<file path="src/rtl/mdio_pkg.sv">
// Shared definitions for the Clause 22 MDIO master.
//   - mdio_state_e : frame sequencer states
//   - ST/OP/TA field constants and field lengths
//   - build_frame(): the 32 post-preamble bits, MSB sent first
package mdio_pkg;

    typedef enum logic [2:0] {
        IDLE,
        PRE,
        HDR,
        TA,
        DATA,
        DONE
    } mdio_state_e;

    localparam logic [1:0] ST_BITS  = 2'b01;
    localparam logic [1:0] OP_WRITE = 2'b01;
    localparam logic [1:0] OP_READ  = 2'b10;
    localparam logic [1:0] TA_WRITE = 2'b10;

    localparam int HDR_BITS  = 14;
    localparam int TA_BITS   = 2;
    localparam int DATA_BITS = 16;

    // For reads the TA/DATA part is never driven (oe=0), so its content is a don't-care.
    function automatic logic [31:0] build_frame(input logic        write,
                                                input logic [4:0]  phy_addr,
                                                input logic [4:0]  reg_addr,
                                                input logic [15:0] wr_data);
        return {ST_BITS, (write ? OP_WRITE : OP_READ), phy_addr, reg_addr, TA_WRITE, wr_data};
    endfunction

endpackage

</file>
<file path="src/rtl/mdio_master_if.sv">
// Request/response bus between board-control logic and mdio_master.
//   start, write, phy_addr, reg_addr, wr_data : request (latched at start)
//   ready, rd_data, rd_valid                  : status / read result
//   skip_pre                                  : only with MDIO_PRE_SUPPRESS_EN
// Modports: master = requester, slave = mdio_master.
interface mdio_master_if;
    logic        start;
    logic        write;
    logic [4:0]  phy_addr;
    logic [4:0]  reg_addr;
    logic [15:0] wr_data;
    logic        ready;
    logic [15:0] rd_data;
    logic        rd_valid;
`ifdef MDIO_PRE_SUPPRESS_EN
    logic        skip_pre;

    modport master (output start, write, phy_addr, reg_addr, wr_data, skip_pre,
                    input  ready, rd_data, rd_valid);
    modport slave  (input  start, write, phy_addr, reg_addr, wr_data, skip_pre,
                    output ready, rd_data, rd_valid);
`else
    modport master (output start, write, phy_addr, reg_addr, wr_data,
                    input  ready, rd_data, rd_valid);
    modport slave  (input  start, write, phy_addr, reg_addr, wr_data,
                    output ready, rd_data, rd_valid);
`endif
endinterface

</file>
<file path="src/rtl/mdio_clkgen.sv">
// MDC generator: divides clock by 2*CLK_DIV while en=1.
//   clock, reset : system clock, sync active-high reset
//   en           : run the divider; when low the counter and mdc are held at 0
//   mdc          : management clock
//   rise_evt     : strobe on the clock edge where mdc toggles 0->1
//   fall_evt     : strobe on the clock edge where mdc toggles 1->0
module mdio_clkgen #(
    parameter int CLK_DIV = 10
) (
    input  logic clock,
    input  logic reset,
    input  logic en,
    output logic mdc,
    output logic rise_evt,
    output logic fall_evt
);

    localparam int DW = (CLK_DIV > 1) ? $clog2(CLK_DIV) : 1;

    logic [DW-1:0] div_cnt_q, div_cnt_d;
    logic          mdc_q, mdc_d;
    logic          tc;

    always_comb begin
        tc        = en && (div_cnt_q == DW'(CLK_DIV - 1));
        div_cnt_d = '0;
        mdc_d     = 1'b0;
        if (en) begin
            div_cnt_d = tc ? '0 : div_cnt_q + DW'(1);
            mdc_d     = tc ? ~mdc_q : mdc_q;
        end
    end

    always_ff @(posedge clock) begin
        if (reset) begin
            div_cnt_q <= '0;
            mdc_q     <= 1'b0;
        end else begin
            div_cnt_q <= div_cnt_d;
            mdc_q     <= mdc_d;
        end
    end

    assign mdc      = mdc_q;
    assign rise_evt = tc & ~mdc_q;
    assign fall_evt = tc &  mdc_q;

endmodule

</file>
<file path="src/rtl/mdio_master.sv">
// IEEE 802.3 Clause 22 MDIO management master (read and write frames).
//   clock, reset : system clock, sync active-high reset
//   bus          : mdio_master_if.slave request/response bus
//   mdc          : management clock, clock/(2*CLK_DIV), low while idle
//   mdio_o/oe/i  : split MDIO pad (oe=1 drives mdio_o)
// Optional: `define MDIO_PRE_SUPPRESS_EN adds bus.skip_pre to omit the preamble.
module mdio_master
    import mdio_pkg::*;
#(
    parameter int CLK_DIV       = 10,
    parameter int PREAMBLE_BITS = 32
) (
    input  logic          clock,
    input  logic          reset,
    mdio_master_if.slave  bus,
    output logic          mdc,
    output logic          mdio_o,
    output logic          mdio_oe,
    input  logic          mdio_i
);

    mdio_state_e state_q, state_d;
    logic [5:0]  bit_cnt_q, bit_cnt_d;
    logic [31:0] tx_sr_q, tx_sr_d;
    logic [15:0] rx_sr_q, rx_sr_d;
    logic [15:0] rd_data_q, rd_data_d;
    logic        is_wr_q, is_wr_d;
    logic        ready_q, ready_d;
    logic        rd_valid_q, rd_valid_d;
    logic        mdio_o_q, mdio_o_d;
    logic        mdio_oe_q, mdio_oe_d;

    logic        clk_en, rise_evt, fall_evt;
    logic        last_bit;
    logic [5:0]  field_last;

    assign clk_en = (state_q == PRE) || (state_q == HDR) || (state_q == TA) || (state_q == DATA);

    mdio_clkgen #(.CLK_DIV(CLK_DIV)) u_clkgen (
        .clock    (clock),
        .reset    (reset),
        .en       (clk_en),
        .mdc      (mdc),
        .rise_evt (rise_evt),
        .fall_evt (fall_evt)
    );

    always_comb begin
        case (state_q)
            PRE:     field_last = 6'(PREAMBLE_BITS - 1);
            HDR:     field_last = 6'(HDR_BITS - 1);
            TA:      field_last = 6'(TA_BITS - 1);
            default: field_last = 6'(DATA_BITS - 1);
        endcase
        last_bit = (bit_cnt_q == field_last);
    end

    always_comb begin
        state_d    = state_q;
        bit_cnt_d  = bit_cnt_q;
        tx_sr_d    = tx_sr_q;
        rx_sr_d    = rx_sr_q;
        rd_data_d  = rd_data_q;
        is_wr_d    = is_wr_q;
        ready_d    = ready_q;
        rd_valid_d = 1'b0;
        mdio_o_d   = mdio_o_q;
        mdio_oe_d  = mdio_oe_q;

        case (state_q)
            IDLE: begin
                if (bus.start) begin
                    ready_d   = 1'b0;
                    is_wr_d   = bus.write;
                    tx_sr_d   = build_frame(bus.write, bus.phy_addr, bus.reg_addr, bus.wr_data);
                    bit_cnt_d = '0;
                    mdio_oe_d = 1'b1;
`ifdef MDIO_PRE_SUPPRESS_EN
                    if (bus.skip_pre) begin
                        state_d  = HDR;
                        mdio_o_d = ST_BITS[1];
                    end else begin
                        state_d  = PRE;
                        mdio_o_d = 1'b1;
                    end
`else
                    state_d  = PRE;
                    mdio_o_d = 1'b1;
`endif
                end
            end

            PRE: begin
                if (fall_evt) begin
                    if (last_bit) begin
                        state_d   = HDR;
                        bit_cnt_d = '0;
                        mdio_o_d  = tx_sr_q[31];
                    end else begin
                        bit_cnt_d = bit_cnt_q + 6'd1;
                    end
                end
            end

            HDR, TA, DATA: begin
                if (fall_evt) begin
                    if (last_bit && state_q == DATA) begin
                        // Last high half done: park the pad and publish a read result.
                        state_d   = DONE;
                        mdio_o_d  = 1'b1;
                        mdio_oe_d = 1'b0;
                        if (!is_wr_q) begin
                            rd_data_d  = rx_sr_q;
                            rd_valid_d = 1'b1;
                        end
                    end else begin
                        tx_sr_d   = tx_sr_q << 1;
                        bit_cnt_d = last_bit ? '0 : bit_cnt_q + 6'd1;
                        if (last_bit)
                            state_d = (state_q == HDR) ? TA : DATA;
                        // Reads release the line from the first TA bit onwards.
                        mdio_oe_d = is_wr_q || (state_q == HDR && !last_bit);
                        mdio_o_d  = mdio_oe_d ? tx_sr_q[30] : 1'b1;
                    end
                end
                if (rise_evt && state_q == DATA)
                    rx_sr_d = {rx_sr_q[14:0], mdio_i};
            end

            DONE: begin
                state_d = IDLE;
                ready_d = 1'b1;
            end

            default: state_d = IDLE;
        endcase
    end

    always_ff @(posedge clock) begin
        if (reset) begin
            state_q    <= IDLE;
            bit_cnt_q  <= '0;
            tx_sr_q    <= '0;
            rx_sr_q    <= '0;
            rd_data_q  <= '0;
            is_wr_q    <= 1'b0;
            ready_q    <= 1'b1;
            rd_valid_q <= 1'b0;
            mdio_o_q   <= 1'b1;
            mdio_oe_q  <= 1'b0;
        end else begin
            state_q    <= state_d;
            bit_cnt_q  <= bit_cnt_d;
            tx_sr_q    <= tx_sr_d;
            rx_sr_q    <= rx_sr_d;
            rd_data_q  <= rd_data_d;
            is_wr_q    <= is_wr_d;
            ready_q    <= ready_d;
            rd_valid_q <= rd_valid_d;
            mdio_o_q   <= mdio_o_d;
            mdio_oe_q  <= mdio_oe_d;
        end
    end

    assign bus.ready    = ready_q;
    assign bus.rd_data  = rd_data_q;
    assign bus.rd_valid = rd_valid_q;
    assign mdio_o       = mdio_o_q;
    assign mdio_oe      = mdio_oe_q;

endmodule

</file>
<file path="src/flat_wrapper.sv">
// flat-port wrapper written by rule: the top's interface ports become plain ports
module mdio_master_flat import mdio_pkg::*;
#(
    parameter int CLK_DIV       = 10,
    parameter int PREAMBLE_BITS = 32
)
  (clock, reset, mdc, mdio_o, mdio_oe, mdio_i, bus_start, bus_write, bus_phy_addr, bus_reg_addr, bus_wr_data, bus_ready, bus_rd_data, bus_rd_valid);
  mdio_master_if bus_i ();
  input  logic clock;
  input  logic reset;
  output logic mdc;
  output logic mdio_o;
  output logic mdio_oe;
  input  logic mdio_i;
  input wire logic [$bits(bus_i.start)-1:0] bus_start;
  input wire logic [$bits(bus_i.write)-1:0] bus_write;
  input wire logic [$bits(bus_i.phy_addr)-1:0] bus_phy_addr;
  input wire logic [$bits(bus_i.reg_addr)-1:0] bus_reg_addr;
  input wire logic [$bits(bus_i.wr_data)-1:0] bus_wr_data;
  output wire logic [$bits(bus_i.ready)-1:0] bus_ready;
  output wire logic [$bits(bus_i.rd_data)-1:0] bus_rd_data;
  output wire logic [$bits(bus_i.rd_valid)-1:0] bus_rd_valid;
  assign bus_i.start = bus_start;
  assign bus_i.write = bus_write;
  assign bus_i.phy_addr = bus_phy_addr;
  assign bus_i.reg_addr = bus_reg_addr;
  assign bus_i.wr_data = bus_wr_data;
  assign bus_ready = bus_i.ready;
  assign bus_rd_data = bus_i.rd_data;
  assign bus_rd_valid = bus_i.rd_valid;
  mdio_master #(.CLK_DIV(CLK_DIV), .PREAMBLE_BITS(PREAMBLE_BITS)) u_core (.clock(clock), .reset(reset), .bus(bus_i), .mdc(mdc), .mdio_o(mdio_o), .mdio_oe(mdio_oe), .mdio_i(mdio_i));
endmodule
</file>
<file path="config.mk">
export PLATFORM = sky130hd
export DESIGN_NAME = mdio_master_flat
export DESIGN_NICKNAME = d
export VERILOG_FILES = /design/src/rtl/mdio_pkg.sv /design/src/rtl/mdio_master_if.sv /design/src/rtl/mdio_clkgen.sv /design/src/rtl/mdio_master.sv /design/src/flat_wrapper.sv
export SDC_FILE = /design/constraint.sdc
export NUM_CORES = 1
export LEC_CHECK = 0
export CORE_MARGIN = 8
export CORE_UTILIZATION = 45
export CTS_BUF_LIST = sky130_fd_sc_hd__clkbuf_8
export DETAILED_ROUTE_END_ITERATION = 10
export PLACE_DENSITY = 0.67
export SETUP_SLACK_MARGIN = 0.2
export SLEW_MARGIN = 15
export SYNTH_ARGS = -nofsm -noshare
export SYNTH_HDL_FRONTEND = slang
export SYNTH_HIERARCHICAL = 1
export SYNTH_SLANG_ARGS = --single-unit
export TNS_END_PERCENT = 1
</file>
<file path="constraint.sdc">
create_clock -name clock -period 3.9 [get_ports clock]
set_input_delay 0.39 -clock clock [delete_from_list [all_inputs] [get_ports clock]]
set_output_delay 0.39 -clock clock [all_outputs]
set_load 0.01 [all_outputs]
</file>
# == Word-level counts from Yosys, hierarchy flattened ==
# Cells that the tools add are included.
# Widths: inputs -> output; s select.
# classes
n_eq_ne,13
n_reduce_logical,26
multipliers,0
n_shift,0
addsub,2
bitwise,8
muxes,33
magnitude_cmp,0
div_mod_pow,0
# op_table
op,n
$mux 32,3
$pmux 32 s2,1
$mux 6,5
$mux 3,7
$pmux 6 s3,1
$pmux 5 s3,1
$reduce_and 5->1,3
$mux 1,10
$pmux 3 s3,1
$reduce_and 4->1,2
$add 6x1->6 const B,1
$eq 3x2->1 const B,2
$eq 3x3->1 const B,2
$eq 6x5->1,1
$ne 2x1->1 const B,3
$not 1->1,6
$reduce_and 2->1,3
$reduce_or 3->1,2
$add 4x1->4 const B,1
$eq 4x4->1 const B,1
$logic_and 1x1->1,4
$logic_or 1x1->1,4
$ne 2x2->1 const B,2
$pmux 1 s2,2
12 further kinds,14
# word_totals
mem_bits_ro,0
register_bits,83
latch_bits,0
output_inout_bits,21
inputBits,31
ram_bits,0
memories,0
wordCells,94

# == Longest topological paths before layout ==
# depth
ltp_word,10
depth_mapped,11
mapped_depth_nobuf,9

# == Modules after synthesis ==
# The synthesis kept the hierarchy.
# by_module_without_submodules
mod,area_per_inst_um2,n_inst,cells_each,seq_area_each_um2
mdio_master,3649.8,1,444,1561.5
mdio_clkgen,232.7,1,22,100.1

# == Worst setup path after synthesis ==
# No wires, ideal clock.
# synth_timing
path_kind,register to register
start,register u_core.state_q[1]
end,register u_core.bit_cnt_q[2]
path_slack_ns,1.002
period_less_slack_ns,2.898
required_ns,3.783
path_buffers,1
setup_time_ns,0.117
t_arrival_ns,2.781
path_stages_with_launch,11
cell_sequence,dfxtp_1 -> buf_6 -> nor2_1 -> xnor2_1 -> nand3_1 -> nor3b_1 -> o21ai_0 -> a31o_4 -> a211oi_4 -> o21ai_1 -> a32o_1
# synth_between
elab_chain_cells,8
word_cells_on_any_way,25
cone_classes,9 x eq/ne; 6 x mux; 1 x bitwise; 9 x reduce/logical
# synth_rtl
element,line,text
"start, declared",mdio_master.sv:22,"mdio_state_e state_q, state_d;"
"start signal, assigned",mdio_master.sv:152,state_q <= state_d;
$eq 3x1->1 / $eq 3x2->1 (equally long branches),mdio_master.sv:37,assign clk_en = (state_q == PRE) || (state_q == HDR) || (state_q == TA) || (state_q == DATA);
$logic_or 1x1->1 (2 in series),mdio_master.sv:37,
$logic_or 1x1->1 *,mdio_master.sv:37,
via u_core.clk_en,mdio_master.sv:33,"logic clk_en, rise_evt, fall_evt;"
$logic_and 1x1->1 *,mdio_clkgen.sv:25,tc = en && (div_cnt_q == DW'(CLK_DIV - 1));
$and 1x1->1 *,mdio_clkgen.sv:46,assign fall_evt = tc & mdc_q;
via u_core.fall_evt,mdio_master.sv:33,
$ne 2x1->1 (no line),n/a,
$reduce_and 5->1 (no line) *,n/a,
"end signal, assigned",mdio_master.sv:153,bit_cnt_q <= bit_cnt_d;
"end, declared",mdio_master.sv:23,"logic [5:0] bit_cnt_q, bit_cnt_d;"
# Mark *: on every way through the listed nets, which the timed path passes. The rest lies on a longest branch. The select of a mux whose other input is x is not followed.
# A chain may end at the register's enable or synchronous reset.

# == Worst setup path in the final report ==
# layout_timing
start,register u_core.state_q[0]
end,register u_core.tx_sr_q[23]
# layout_between
elab_chain_cells,8
word_cells_on_any_way,20
cone_classes,8 x eq/ne; 2 x mux; 1 x bitwise; 9 x reduce/logical
# layout_rtl
element,line,text
$eq 3x1->1 / $eq 3x2->1 (equally long branches),mdio_master.sv:37,
$logic_or 1x1->1 (2 in series),mdio_master.sv:37,
$logic_or 1x1->1 *,mdio_master.sv:37,
via u_core.clk_en,mdio_master.sv:33,
$logic_and 1x1->1 *,mdio_clkgen.sv:25,
$and 1x1->1 *,mdio_clkgen.sv:46,
via u_core.fall_evt,mdio_master.sv:33,
$ne 2x1->1 (no line) *,n/a,
$reduce_and 4->1 (no line) *,n/a,
"end signal, assigned",mdio_master.sv:154,tx_sr_q <= tx_sr_d;
"end, declared",mdio_master.sv:24,"logic [31:0] tx_sr_q, tx_sr_d;"
# Mark *: on every way through the listed nets, which the timed path passes. The rest lies on a longest branch.

==> impl_metrics.toml <==
[status]
status = "finished clean"

[finish]
diodes = 0
drive_gt1_share_pct = 8.23
final_cell_count_no_fill = 606
final_area_sq_mm = 0.00458
fin_nets = 527
n_fill_cell = 766
final_common_cell = "nand2_1"
layout_common_cells = "93 x nand2_1, 83 x dfxtp_1, 73 x a21oi_1"
syn_to_final_growth_pct = 18.0

[global_routing]
grt_pass1_wl_microns = 15500
grt.overflow.total = 0
grt_max_degree = 47
grt_usage_pct = 15.8
grt_pass1_vias = 3309
antenna_found_initial = 0

[min_path]
hp-start = "u_core/rx_sr_q[3]"
min_path_type = "flop to flop"

[synth]
synth.avg_cell_area_sq_um = 8.33
synth_area_leader_cell = "dfxtp_1"
ys_seq_area_share_pct = 42.8
synthesis.nets = 500
synth_area_sq_mm = 0.00388
yosys.area.top_type_share_pct = 42.8
synth_edf_count = 0
yosys_register_bits = 83
synthDistinctLibCells = 60
synthTopCellsByArea = "dfxtp_1 43%, a21oi_1 9.4%, nand2_1 9.0%"
ys_warn_count = 6
async_reset_ff_share_pct = 0
ys.flop_type = "dfxtp_1"
synth_cells = 466

[detailed_routing]
drc = 0
routed_wl_microns = 9220
drt-wirelength-per-cell_microns = 15.2
avgViaCountPerCell = 5.74
route.vias.total = 3477
first_pass_iters = 4
drtIter0Drc = 202
drtAntennaViolNets = 0

[power_and_ir_drop]
sw_frac_of_total_pct = 25.1
combPwrFrac_pct = 10.2
clock_power_share_pct = 39.5
p_int_uw = 1360
p_sw_uw = 455
peakVddDrop_mv = 0.181
power.total_uw = 1810
p_leak_uw = 0.00159
p_seq_share_pct = 50.3
power_density_mw_per_mm2 = 396

[cts]
h-tree-depth = 3
post_cts_resized = 0
clk_latency_ps = 350
numCtsBuffers = 9
postCtsSetupRepairBufs = 0
cts_tree = "done"
hold_buffers = 0
clock_sinks = 83
cts-root-buf = "clkbuf_8"
cts.path.max_buffers = 2
clk_pin_slew_ps = 90

[place]
dp.cells = 590
portBuffers = 51
gp_congestion = 0.873
place.detailed.hpwl_microns = 5890
place_area_sq_mm = 0.00435

[sta]
rsz0062_at_grt = "no"
slew_violations = 0
tightestPinTransition_ps = 1130
timing.final.crit_share_pct = 78.7
max_slew_margin_pct = 24.9
clock_skew_ps = 10.8
hold_viol = 0
fmaxAchievable_ghz = 0.326
setup_tns_ps = 0
setup_viol = 0
min_period_ps = 3070

[die]
rows = 34
initial_core_util_pct = 45.4
dieHeight_microns = 109
ios = 52
die_x_microns = 109
die-area_sq_mm = 0.0119
core_sq_mm = 0.00855

[critical_path]
crit_required_ps = 4100
worstPathMaxFanout = 26
startpoint_type = "flop"
end_kind = "flop"
worst_ep_arrival_time_ps = 3270
r2r-start = "u_core/state_q[0]"
crit_path_start = "u_core/state_q[0]"
critPathKind = "flop to flop"

[run]
maxCapViolCount = 0
[cells by family after synthesis]
group / share of synthesized area, %
AOI/OAI and AO/OA: 25.8
buffers and inverters: 5.96
muxes: 1.06
DFF: 42.8
and+or+nand+nor: 21.7
xor gates and xnor gates: 1.77
adders and majority gates: 0.967
[power groups by stage]
| stage | combinational (uW) | sequential (uW) | clock [uW] |
|---|---|---|---|
| 2_1_floorplan | 135 | 923 | 0 |
| 3_3_place_gp | 182 | 932 | 0 |
| 3_5_place_dp | 185 | 933 | 0 |
| 4_1_cts | 186 | 913 | 736 |
| 5_1_grt | 206 | 920 | 774 |
| 6_report | 185 | 913 | 716 |
[synth_stat cells, drive strengths merged (2+ instances only)]
| cell | count |
|---|---|
| nor4 | 5 |
| nand2b | 4 |
| a221o | 3 |
| nand3 | 21 |
| ha | 3 |
| mux2i | 3 |
| a31oi | 2 |
| nor3 | 7 |
| nor4b | 2 |
| nand3b | 4 |
| and3 | 2 |
| dfxtp | 83 |
| a21oi | 73 |
| nor3b | 5 |
| inv | 4 |
| xnor2 | 4 |
| nand4 | 5 |
| clkbuf | 18 |
| a21o | 2 |
| and2 | 3 |
| o21ai | 29 |
| a31o | 2 |
| nand2 | 93 |
| xor2 | 3 |
| nor2b | 2 |
| a311oi | 26 |
| o211a | 2 |
| a211oi | 5 |
| nor2 | 15 |
| buf | 22 |
[path summary, 6_finish.rpt]
check,cells past startpoint,slack [ps],end
setup reg to reg,11,830,u_core/tx_sr_q[23]
hold reg to reg,2,470,u_core/rx_sr_q[4]
hold / removal,2,470,u_core/rx_sr_q[4]
setup / recovery,11,830,u_core/tx_sr_q[23]
[stage by stage]
step | setup slack [ps] | utilization (%) | hold WS (ps)
6_report | 829 | 53.6 | 474
2_1_floorplan | 1000 | - | 433
4_1_cts | 840 | 53.6 | 470
3_5_place_dp | 856 | 50.8 | 455
3_3_place_gp | 1000 | 50.8 | 448
5_1_grt | 451 | 53.6 | 494
[flip-flops by register name, summed over array words and instances (netlist names)]
| name | cells |
|---|---|
| u_core/bit_cnt_q | 6 |
| u_core/bus.rd_data | 16 |
| u_core/bus.rd_valid | 1 |
| u_core/bus.ready | 1 |
| u_core/is_wr_q | 1 |
| u_core/mdio_o | 1 |
| u_core/mdio_oe | 1 |
| u_core/rx_sr_q | 16 |
| u_core/state_q | 3 |
| u_core/tx_sr_q | 32 |
| u_core/u_clkgen/div_cnt_q | 4 |
| u_core/u_clkgen/mdc | 1 |
[worst max-delay path, cell delays in order, from the launching register on]
cell and delay (ps):
dfxtp_1 650, nor2_1 180, xnor2_1 170, buf_4 160, nand3_1 90, nor3b_1 190, buf_4 180, nand2_1 60
a21oi_1 210, a21oi_1 210, nor2_4 590, a311oi_1 190
[routing by layer]
layer  track usage, %  vias to the layer above  wire (microns)
met3             3.55                       14             454
li1                 -                     1733               -
met2             24.5                       84            4310
met5                0                        -               0
met4             6.26                        0             137
met1             20.8                     1646            4320
[cell type report]
class                           instances  area (sq um)  share of cell area, %
Sequential cell                        83          1660                   36.3
Clock buffer                           10           138                   3.00
Tap cell                              108           135                   2.95
Multi-Input combinational cell        339          1990                   43.5
Timing Repair Buffer                   56           543                   11.9
Inverter                                4          15.0                  0.328
Clock inverter                          6          96.3                   2.10
(Power assumes the default switching activity.)
